### config.mk
export PLATFORM = sky130hd
export DESIGN_NAME = sfence_flush_seq_flat
export DESIGN_NICKNAME = d
export VERILOG_FILES = /design/src/rtl/sfence_flush_seq_if.sv /design/src/rtl/sfence_flush_seq.sv /design/src/flat_wrapper.sv
export SDC_FILE = /design/constraint.sdc
export NUM_CORES = 1
export LEC_CHECK = 0
export BUFFER_PORTS_ARGS = -buffer_cell sky130_fd_sc_hd__buf_4
export CAP_MARGIN = 40
export CORE_ASPECT_RATIO = 1.2
export CORE_UTILIZATION = 47
export DETAILED_ROUTE_END_ITERATION = 6
export PLACE_DENSITY = 0.77
export SYNTH_ARGS = -nofsm -noshare
export SYNTH_HDL_FRONTEND = slang
export SYNTH_SLANG_ARGS = --single-unit
export TNS_END_PERCENT = 10
### constraint.sdc
create_clock -name clk -period 2.65 [get_ports clk]
set_clock_uncertainty 0.05 [all_clocks]
set_input_delay 0.265 -clock clk [delete_from_list [all_inputs] [get_ports clk]]
set_output_delay 0.265 -clock clk [all_outputs]
set_load 0.01 [all_outputs]
### src/rtl/sfence_flush_seq_if.sv
// Handshake bundle between privileged decode, the sfence sequencer and the two
// TLB flush ports. The master modport is the sequencer's side of it.
interface sfence_flush_seq_if #(
  parameter int VA_BITS   = 39,
  parameter int ASID_BITS = 16
);
  logic                 SfenceVmaM;
  logic                 FlushM;
  logic                 Rs1ZeroM;
  logic                 Rs2ZeroM;
  logic [VA_BITS-1:0]   VaddrM;
  logic [ASID_BITS-1:0] AsidM;
  logic                 DTLBFlushAck;
  logic                 ITLBFlushAck;
  logic                 SfenceStallM;
  logic                 DTLBFlushReq;
  logic                 ITLBFlushReq;
  logic [VA_BITS-1:0]   FlushVaddr;
  logic [ASID_BITS-1:0] FlushAsid;
  logic                 FlushAllVaddr;
  logic                 FlushAllAsid;
  logic                 SfenceDoneM;
  logic                 SfenceTimeoutErr;

  modport master (
    input  SfenceVmaM, FlushM, Rs1ZeroM, Rs2ZeroM, VaddrM, AsidM,
    input  DTLBFlushAck, ITLBFlushAck,
    output SfenceStallM, DTLBFlushReq, ITLBFlushReq,
    output FlushVaddr, FlushAsid, FlushAllVaddr, FlushAllAsid,
    output SfenceDoneM, SfenceTimeoutErr
  );

  modport slave (
    output SfenceVmaM, FlushM, Rs1ZeroM, Rs2ZeroM, VaddrM, AsidM,
    output DTLBFlushAck, ITLBFlushAck,
    input  SfenceStallM, DTLBFlushReq, ITLBFlushReq,
    input  FlushVaddr, FlushAsid, FlushAllVaddr, FlushAllAsid,
    input  SfenceDoneM, SfenceTimeoutErr
  );
endinterface

### src/rtl/sfence_flush_seq.sv
// sfence.vma TLB flush sequencer (M stage).
// Stalls the pipe, latches rs1/rs2 operands, flushes the DTLB then the ITLB,
// and releases the stall with a one-cycle done pulse. Each ack wait is bounded
// by ACK_TIMEOUT; an expired wait advances anyway and sets a sticky error.
// Build option: SFENCE_PARALLEL_EN issues both TLB flushes together in a
// single FLUSH state sharing one timeout counter.
module sfence_flush_seq #(
  parameter int VA_BITS     = 39,
  parameter int ASID_BITS   = 16,
  parameter int ACK_TIMEOUT = 255
) (
  input  logic                clk,
  input  logic                reset,
  sfence_flush_seq_if.master  flush_if
);

  localparam int CNT_W = $clog2(ACK_TIMEOUT + 1);

`ifdef SFENCE_PARALLEL_EN
  typedef enum logic [1:0] {S_IDLE, S_FLUSH, S_DONE} state_t;
`else
  typedef enum logic [1:0] {S_IDLE, S_DFLUSH, S_IFLUSH, S_DONE} state_t;
`endif

  state_t               r_state, w_next;
  logic [CNT_W-1:0]     r_cnt, w_cnt_next, w_cnt_inc;
  logic [VA_BITS-1:0]   r_vaddr;
  logic [ASID_BITS-1:0] r_asid;
  logic                 r_all_va, r_all_asid, r_err;
  logic                 w_start, w_expire, w_err_set;
  logic                 w_stall, w_dreq, w_ireq, w_done;
`ifdef SFENCE_PARALLEL_EN
  logic                 r_dpend, r_ipend, w_dpend_next, w_ipend_next;
`endif

  // reset term keeps the combinational stall low while reset is held
  assign w_start   = (r_state == S_IDLE) & flush_if.SfenceVmaM & ~flush_if.FlushM & reset;
  assign w_cnt_inc = r_cnt + 1'b1;
  // the current waiting cycle is the ACK_TIMEOUT-th one
  assign w_expire  = (w_cnt_inc == CNT_W'(ACK_TIMEOUT));

  // state, wait counter and sticky error
  always_ff @(posedge clk or negedge reset) begin
    if (!reset) begin
      r_state <= S_IDLE;
      r_cnt   <= '0;
      r_err   <= 1'b0;
    end else begin
      r_state <= w_next;
      r_cnt   <= w_cnt_next;
      r_err   <= r_err | w_err_set;
    end
  end

  // operand latch, loaded only when a sequence starts
  always_ff @(posedge clk or negedge reset) begin
    if (!reset) begin
      r_vaddr    <= '0;
      r_asid     <= '0;
      r_all_va   <= 1'b0;
      r_all_asid <= 1'b0;
    end else if (w_start) begin
      r_vaddr    <= flush_if.VaddrM;
      r_asid     <= flush_if.AsidM;
      r_all_va   <= flush_if.Rs1ZeroM;
      r_all_asid <= flush_if.Rs2ZeroM;
    end
  end

`ifdef SFENCE_PARALLEL_EN
  // outstanding-ack flags for the merged flush state
  always_ff @(posedge clk or negedge reset) begin
    if (!reset) begin
      r_dpend <= 1'b0;
      r_ipend <= 1'b0;
    end else begin
      r_dpend <= w_dpend_next;
      r_ipend <= w_ipend_next;
    end
  end
`endif

  // next state, counter control and handshake outputs
  always_comb begin
    w_next     = r_state;
    w_cnt_next = r_cnt;
    w_err_set  = 1'b0;
    w_stall    = 1'b0;
    w_dreq     = 1'b0;
    w_ireq     = 1'b0;
    w_done     = 1'b0;
`ifdef SFENCE_PARALLEL_EN
    w_dpend_next = r_dpend;
    w_ipend_next = r_ipend;
`endif
    case (r_state)
      S_IDLE: begin
        w_stall = w_start;
        if (w_start) begin
          w_cnt_next = '0;
`ifdef SFENCE_PARALLEL_EN
          w_next       = S_FLUSH;
          w_dpend_next = 1'b1;
          w_ipend_next = 1'b1;
`else
          w_next = S_DFLUSH;
`endif
        end
      end
`ifdef SFENCE_PARALLEL_EN
      S_FLUSH: begin
        w_stall      = 1'b1;
        w_dreq       = r_dpend;
        w_ireq       = r_ipend;
        w_cnt_next   = w_cnt_inc;
        w_dpend_next = r_dpend & ~flush_if.DTLBFlushAck;
        w_ipend_next = r_ipend & ~flush_if.ITLBFlushAck;
        if (!w_dpend_next && !w_ipend_next) begin
          w_next = S_DONE;
        end else if (w_expire) begin
          // give up on whichever TLB is still silent
          w_next       = S_DONE;
          w_err_set    = 1'b1;
          w_dpend_next = 1'b0;
          w_ipend_next = 1'b0;
        end
      end
`else
      S_DFLUSH: begin
        w_stall    = 1'b1;
        w_dreq     = 1'b1;
        w_cnt_next = w_cnt_inc;
        if (flush_if.DTLBFlushAck || w_expire) begin
          w_next     = S_IFLUSH;
          w_cnt_next = '0;
          w_err_set  = ~flush_if.DTLBFlushAck;
        end
      end
      S_IFLUSH: begin
        w_stall    = 1'b1;
        w_ireq     = 1'b1;
        w_cnt_next = w_cnt_inc;
        if (flush_if.ITLBFlushAck || w_expire) begin
          w_next     = S_DONE;
          w_cnt_next = '0;
          w_err_set  = ~flush_if.ITLBFlushAck;
        end
      end
`endif
      S_DONE: begin
        // instruction leaves M this cycle; no new request is taken here
        w_done = 1'b1;
        w_next = S_IDLE;
      end
      default: w_next = S_IDLE;
    endcase
  end

  assign flush_if.SfenceStallM     = w_stall;
  assign flush_if.DTLBFlushReq     = w_dreq;
  assign flush_if.ITLBFlushReq     = w_ireq;
  assign flush_if.SfenceDoneM      = w_done;
  assign flush_if.SfenceTimeoutErr = r_err;
  assign flush_if.FlushVaddr       = r_vaddr;
  assign flush_if.FlushAsid        = r_asid;
  assign flush_if.FlushAllVaddr    = r_all_va;
  assign flush_if.FlushAllAsid     = r_all_asid;

endmodule

### src/flat_wrapper.sv
// flat-port wrapper written by rule: the top's interface ports become plain ports
module sfence_flush_seq_flat 
#(
  parameter int VA_BITS     = 39,
  parameter int ASID_BITS   = 16,
  parameter int ACK_TIMEOUT = 255
)
  (clk, reset, flush_if_SfenceVmaM, flush_if_FlushM, flush_if_Rs1ZeroM, flush_if_Rs2ZeroM, flush_if_VaddrM, flush_if_AsidM, flush_if_DTLBFlushAck, flush_if_ITLBFlushAck, flush_if_SfenceStallM, flush_if_DTLBFlushReq, flush_if_ITLBFlushReq, flush_if_FlushVaddr, flush_if_FlushAsid, flush_if_FlushAllVaddr, flush_if_FlushAllAsid, flush_if_SfenceDoneM, flush_if_SfenceTimeoutErr);
  sfence_flush_seq_if #(.VA_BITS(VA_BITS), .ASID_BITS(ASID_BITS)) flush_if_i ();
  input  logic clk;
  input  logic reset;
  input wire logic [$bits(flush_if_i.SfenceVmaM)-1:0] flush_if_SfenceVmaM;
  input wire logic [$bits(flush_if_i.FlushM)-1:0] flush_if_FlushM;
  input wire logic [$bits(flush_if_i.Rs1ZeroM)-1:0] flush_if_Rs1ZeroM;
  input wire logic [$bits(flush_if_i.Rs2ZeroM)-1:0] flush_if_Rs2ZeroM;
  input wire logic [$bits(flush_if_i.VaddrM)-1:0] flush_if_VaddrM;
  input wire logic [$bits(flush_if_i.AsidM)-1:0] flush_if_AsidM;
  input wire logic [$bits(flush_if_i.DTLBFlushAck)-1:0] flush_if_DTLBFlushAck;
  input wire logic [$bits(flush_if_i.ITLBFlushAck)-1:0] flush_if_ITLBFlushAck;
  output wire logic [$bits(flush_if_i.SfenceStallM)-1:0] flush_if_SfenceStallM;
  output wire logic [$bits(flush_if_i.DTLBFlushReq)-1:0] flush_if_DTLBFlushReq;
  output wire logic [$bits(flush_if_i.ITLBFlushReq)-1:0] flush_if_ITLBFlushReq;
  output wire logic [$bits(flush_if_i.FlushVaddr)-1:0] flush_if_FlushVaddr;
  output wire logic [$bits(flush_if_i.FlushAsid)-1:0] flush_if_FlushAsid;
  output wire logic [$bits(flush_if_i.FlushAllVaddr)-1:0] flush_if_FlushAllVaddr;
  output wire logic [$bits(flush_if_i.FlushAllAsid)-1:0] flush_if_FlushAllAsid;
  output wire logic [$bits(flush_if_i.SfenceDoneM)-1:0] flush_if_SfenceDoneM;
  output wire logic [$bits(flush_if_i.SfenceTimeoutErr)-1:0] flush_if_SfenceTimeoutErr;
  assign flush_if_i.SfenceVmaM = flush_if_SfenceVmaM;
  assign flush_if_i.FlushM = flush_if_FlushM;
  assign flush_if_i.Rs1ZeroM = flush_if_Rs1ZeroM;
  assign flush_if_i.Rs2ZeroM = flush_if_Rs2ZeroM;
  assign flush_if_i.VaddrM = flush_if_VaddrM;
  assign flush_if_i.AsidM = flush_if_AsidM;
  assign flush_if_i.DTLBFlushAck = flush_if_DTLBFlushAck;
  assign flush_if_i.ITLBFlushAck = flush_if_ITLBFlushAck;
  assign flush_if_SfenceStallM = flush_if_i.SfenceStallM;
  assign flush_if_DTLBFlushReq = flush_if_i.DTLBFlushReq;
  assign flush_if_ITLBFlushReq = flush_if_i.ITLBFlushReq;
  assign flush_if_FlushVaddr = flush_if_i.FlushVaddr;
  assign flush_if_FlushAsid = flush_if_i.FlushAsid;
  assign flush_if_FlushAllVaddr = flush_if_i.FlushAllVaddr;
  assign flush_if_FlushAllAsid = flush_if_i.FlushAllAsid;
  assign flush_if_SfenceDoneM = flush_if_i.SfenceDoneM;
  assign flush_if_SfenceTimeoutErr = flush_if_i.SfenceTimeoutErr;
  sfence_flush_seq #(.VA_BITS(VA_BITS), .ASID_BITS(ASID_BITS), .ACK_TIMEOUT(ACK_TIMEOUT)) u_core (.clk(clk), .reset(reset), .flush_if(flush_if_i));
endmodule
==> impl_results.md, run 1 <==
* Place WS at 0.451 ns
* Worst r2r src: u_core.r_cnt[0]
* PD cells at 1080 nW/µm²
* Setup_tns at 0 ns
* Post-DP HPWL at 4350 µm
* Seq cells post-synth at 68
* Final core utilization at 70.4%
* Tmin final at 2.22 ns
* Yosys cell types at 31
* DRC viols at 0
* Postcts setup bufs at 0
* Post-Layout Cell Count at 411
* CTS H-tree lvls at 3
* CTS tree: yes
* Wl on met1 at 2260 µm
* Worst Setup End Kind: flop
* GRT overflow at 0
* ANT nets after route at 0
* Full die area at 6280 µm²
* CTS Sinks at 68
* Finish-stage setup viols at 0
* Min Hold Slack at 0.109 ns
* Num CTS Buffers at 9
* Met2 routed WL at 3200 µm
* Worst EP arrival at 2.42 ns
* Mean routed wirelength per cell at 14.5 µm
* Post-Syn Area at 2800 µm²
* DR vias at 2002
* Worst Max-Slew Pin Slew at 0.819 ns
* Cells after synthesis at 197
* Critical Path Start Type: flop
* Root Buffer: clkbuf_8
* Buffers on Ports at 124
* Clock transition at the registers of the reported paths at 0.07 ns
* Max-slew violation count at 0
* GP Congestion at 0.810
* GRT Overall Usage at 19.8%
* Status: finished clean
* Reg2Reg Capture Point: u_core.r_state[1]
* Post-Synthesis Net Count at 267
* Die span in y at 86.6 µm
* Register-to-Register Setup Slack at 0.43 ns
* Post-layout nets at 397
* Top sig layer: met4
* Worst-path fanout max at 7
* Placement Cell Area at 3830 µm²
* # IOs at 125
* Highest clock rate at 451 MHz
* Metal3 WL at 427 µm
* Via density at 4.87
* Max clock buf depth at 2
* Resized cells post-CTS at 0
* Finished Cell Area at 4020 µm²
* First-pass GRT wire length at 9200 µm
* Yosys warnings at 0
* Largest net degree at the start of global routing at 67
* Die width at 72.5 µm
* Worst-case reg-to-reg path depth at 6
* Max-cap viol count at 0
* Leak at 2.00 nW
* Clock latency at the later pin of the worst-skew pair at 0.33 ns
* Worst Setup EP: u_core.r_state[1]
* Placed cells at 395
* Tot Pwr at 4.33 mW
* Initial antenna violation count at 0
* Hold WC Path Type: in2reg
* Core area at 5710 µm²
* Setup CP Type: reg2reg
* Wirelength, routed at 5970 µm
* Initial Util at 49.1%
* Worst Path Required at 2.85 ns
* Final setup margin at 0.432 ns
* Number of global-route vias before repair at 1964
* DR iter-0 viols at 68
* 1st-pass router iterations at 4
* RSZ-0062 raised after global routing: false
* Max_slew headroom at 45.4%
* Area grow syn2layout at 43.4%
* Layout cells sized above 1 at 59.8%
* Crit path launch: u_core.r_cnt[0]
* Mean Syn Cell Area at 14.2 µm²
* Worst vdd ir at 0.806 mV
* Hold buffer count at cts at 1
* Seq/Total Area, Yosys at 60.7%
* Ant. Diodes at 0
* Final period util at 83.7%
* Cell row count at 30
* Final count of hold timing violations at 0
-- layer usage --
layer  global-route usage, %  vias to the layer above
met2                    33.3                       79
met1                    22.6                      965
met4                    9.09                        0
met3                    6.63                        7
li1                        -                      951
met5                       0                        -
-- kinds of logic after synthesis --
family	count (synthesis)	synth area share [%]
adder cells (fa/ha/maj)	7	3.12
buffers and inverters	16	2.28
AND/OR/NAND/NOR	27	5.04
AO/OA/AOI/OAI	17	4.24
XOR/XNOR	2	0.625
multiplexers	60	24.0
flip-flops	68	60.7
-- cells in the final DEF, fill, tap and decap left out --
master,synthesis,routed
xnor2_1,1,1
dlygate4sd3_1,0,1
nand4b_1,2,2
nor3_1,1,1
nand3_2,1,1
mux2_2,57,57
nor2_1,4,4
o311ai_0,1,1
bufinv_16,0,1
o31ai_1,3,3
clkbuf_1,2,1
nand2b_1,1,1
dfrtp_1,68,68
o21ai_0,4,4
a21oi_1,3,3
clkbuf_8,0,9
and3_1,1,1
a22oi_1,1,1
nand4_1,2,2
o211ai_1,1,1
nand3_1,2,2
or3_1,1,1
buf_12,0,1
nand2_1,10,10
ha_1,7,7
clkinv_4,0,1
xor2_1,1,1
a21o_1,1,1
a2111o_1,1,1
mux2i_1,3,3
buf_4,1,125
a32o_1,1,1
inv_1,8,8
nand3b_1,2,2
clkinv_2,0,3
a22o_1,1,1
-- critical path, cell delays in order (launching register included) --
cell and delay, ns:
dfrtp_1 0.42, ha_1 0.27, nand3_2 0.12, or3_1 0.34, a2111o_1 0.52, a22o_1 0.25
mux2i_1 0.17
-- area by class of cell --
| class | count | area (µm²) |
|---|---|---|
| clock inverter | 5 | 53.8 |
| clock buffer | 10 | 128 |
| fill | 439 | 1690 |
| sequential | 68 | 1700 |
| inverter | 8 | 30.0 |
| timing repair buffer | 127 | 968 |
| multi-input combinational | 113 | 1040 |
| tap | 80 | 100 |
-- power breakdown --
part	internal [mW]	switching [mW]	total, mW
clock network	0.426	0.371	0.797
logic	1.04	0.773	1.81
registers	1.49	0.230	1.72
-- state kept, by name (all words and copies together), names as in the netlist --
name	cells
u_core.flush_if.SfenceTimeoutErr	1
u_core.flush_if.FlushAllAsid	1
u_core.r_state	2
u_core.flush_if.FlushAsid	16
u_core.flush_if.FlushAllVaddr	1
u_core.r_cnt	8
u_core.flush_if.FlushVaddr	39
-- worst min-delay path by stage --
| stage | startpoint | to | slack, ns | depth (start not counted) |
|---|---|---|---|---|
| 5_1_grt | flush_if_VaddrM[7] | u_core.flush_if.FlushVaddr[7] | 0.09 | 2 |
| 6_report | flush_if_VaddrM[25] | u_core.flush_if.FlushVaddr[25] | 0.11 | 2 |
| 3_3_place_gp | reset | u_core.r_state[1] | 0.03 | 1 |
| 2_1_floorplan | reset | u_core.flush_if.FlushAllAsid | -0.08 | 0 |
| 3_5_place_dp | reset | u_core.r_state[1] | 0.03 | 1 |
| 4_1_cts | flush_if_VaddrM[25] | u_core.flush_if.FlushVaddr[25] | 0.09 | 2 |
-- Yosys cell counts (all sizes together) --
library cell	count	area, µm²
buf	6	26.3
clkbuf	2	7.51
a22o	1	8.76
ha	7	87.6
nand3b	2	15.0
o21ai	4	20.0
o31ai	3	22.5
o311ai	1	8.76
a21o	1	7.51
a21oi	3	15.0
nand4	2	12.5
a2111o	1	11.3
nor3	1	5.00
o211ai	1	7.51
a22oi	1	7.51
nand3	3	20.0
dfrtp	68	1700
inv	8	30.0
nor2	4	15.0
mux2i	3	30.0
xor2	1	8.76
a32o	1	10.0
or3	1	6.26
and3	1	6.26
nand4b	2	17.5
mux2	57	642
nand2b	1	6.26
nand2	10	37.5
xnor2	1	8.76
Note: power is estimated with default switching activity, not from simulation.
==> inputs of run 2 (changes only) <==
- clock period: 2.65 -> 2.25 ns (I/O delays scaled with it)
==> run 2 against run 1 <==
  * Fmax rose by 3.6%
  * Setup slack worse by 0.32 ns
  * Sequential share of layout area hardly changed
  * Register-to-register slack worse by 0.32 ns
  * Clock-buffer cell count up 1
  * Flip-flop and latch count unchanged
  * Combinational power grew 18%
  * Via count up 1.1%
  * Critical path type unchanged
  * Critical endpoint unchanged
==> impl_results.md, run 2 (synthesis results as in run 1) <==
* Max clock buf depth at 2
* Tmin final at 2.14 ns
* Worst Setup End Kind: flop
* Min Hold Slack at 0.0663 ns
* Highest clock rate at 467 MHz
* Critical Path Start Type: flop
* Full die area at 6280 µm²
* Setup CP Type: reg2reg
* Worst-path fanout max at 7
* First-pass GRT wire length at 9290 µm
* Finish-stage setup viols at 0
* Final setup margin at 0.109 ns
* ANT nets after route at 0
* CTS Sinks at 68
* Buffers on Ports at 124
* Ant. Diodes at 0
* Num CTS Buffers at 9
* Via density at 4.92
* Max-slew violation count at 0
* Area grow syn2layout at 43.5%
* Mean routed wirelength per cell at 13.9 µm
* Leak at 1.99 nW
* Place WS at 0.0164 ns
* PD cells at 1250 nW/µm²
* Clock latency at the later pin of the worst-skew pair at 0.33 ns
* Placed cells at 396
* Post-Layout Cell Count at 412
* Placement Cell Area at 3830 µm²
* Clk network pwr share at 17.6%
* DR vias at 2025
* Final count of hold timing violations at 0
* Post-DP HPWL at 4210 µm
* Largest net degree at the start of global routing at 69
* CTS tree: yes
* Layout fillers at 434
* GRT overflow at 0
* Cell Chain, Critical Path: ha_2 > nand3_2 > or3_1 > a2111o_1 > a22o_1 > mux2i_1
* Buffers & Inverters on Critical Path at 0
* Tot Pwr at 5.03 mW
* Core area at 5710 µm²
* Finished Cell Area at 4020 µm²
* Final core utilization at 70.5%
* Worst EP arrival at 2.30 ns
* Post-layout nets at 398
* Status: finished clean
* Die width at 72.5 µm
* Sequential share of power at 40.2%
* Cell family with most CP delay: compound AO/OA/AOI/OAI gates
* Comb power frac at 42.3%
* DR iter-0 viols at 108
* # IOs at 125
* Worst Path Required at 2.41 ns
* P_int at 3.44 mW
* 1st-pass router iterations at 6
* Max stage delay cell, worst path: a2111o_1
* Commonest non-fill, non-tap cell in the layout: buf_4
* Max-cap viol count at 0
* Hold WC Path Type: in2reg
* P_sw at 1.59 mW
* Die span in y at 86.6 µm
* Setup_tns at 0 ns
* Layout cells sized above 1 at 61.1%
* CTS H-tree lvls at 3
* Cell row count at 30
* Clock transition at the registers of the reported paths at 0.07 ns
* Initial antenna violation count at 0
* Worst Max-Slew Pin Slew at 0.831 ns
* Initial Util at 49.1%
* GP Congestion at 0.840
* Switching Fraction at 31.6%
* CP max stage delay at 0.49 ns
* Most frequent cells in the layout: buf_4, dfrtp_1, mux2_2, clkbuf_8, nand2_1
* Max FFs per register at 39
* Max_slew headroom at 44.6%
* GRT Overall Usage at 19.9%
* Number of global-route vias before repair at 2037
* Worst vdd ir at 0.700 mV
* Root Buffer: clkbuf_8
* Final period util at 95.2%
* DRC viols at 0
* Wirelength, routed at 5720 µm
-- run 2: routing by layer --
metal / track usage [%] / wire [µm]
met5: 0 / 0
met1: 23.6 / 2220
met2: 31.7 / 2890
met3: 6.74 / 416
met4: 10.7 / 200
-- run 2: power by group through the flow --
stage	registers, mW	clock network [mW]	logic, mW
after floorplan	2.28	0	0.779
after global placement	2.02	0	2.12
after detailed placement	2.05	0	2.16
after CTS	2.02	0.923	2.17
after global routing	2.10	0.966	2.31
final	2.02	0.884	2.13
-- run 2: path summary, 6_finish.rpt --
check | start | end | slack [ns] | cells after the start
worst max-delay path | u_core.r_cnt[1] | u_core.r_state[1] | 0.11 | 6
worst min-delay path | flush_if_VaddrM[0] | u_core.flush_if.FlushVaddr[0] | 0.07 | 2
worst max register to register | u_core.r_cnt[1] | u_core.r_state[1] | 0.11 | 6
worst min register to register | u_core.flush_if.SfenceTimeoutErr | u_core.flush_if.SfenceTimeoutErr | 0.44 | 2
max in group asynchronous | reset | u_core.r_cnt[0] | 1.48 | 2
min in group asynchronous | reset | u_core.flush_if.FlushVaddr[30] | 0.08 | 2
-- run 2: cell type report --
class	count	area, µm²	share of cell area (%)
Inverter	8	30.0	0.747
Clock inverter	4	25.0	0.622
Multi-Input combinational cell	113	1040	25.8
Clock buffer	11	151	3.76
Timing Repair Buffer	128	973	24.2
Sequential cell	68	1700	42.3
Tap cell	80	100	2.49
-- run 2: repair_timing --
item / in CTS / in global routing
resized for setup: 0 / 2
setup endpoints to repair: 0 / 8
setup buffers: 0 / 1
hold buffers: 0 / 0
endpoints found under the hold margin: 0 / 0
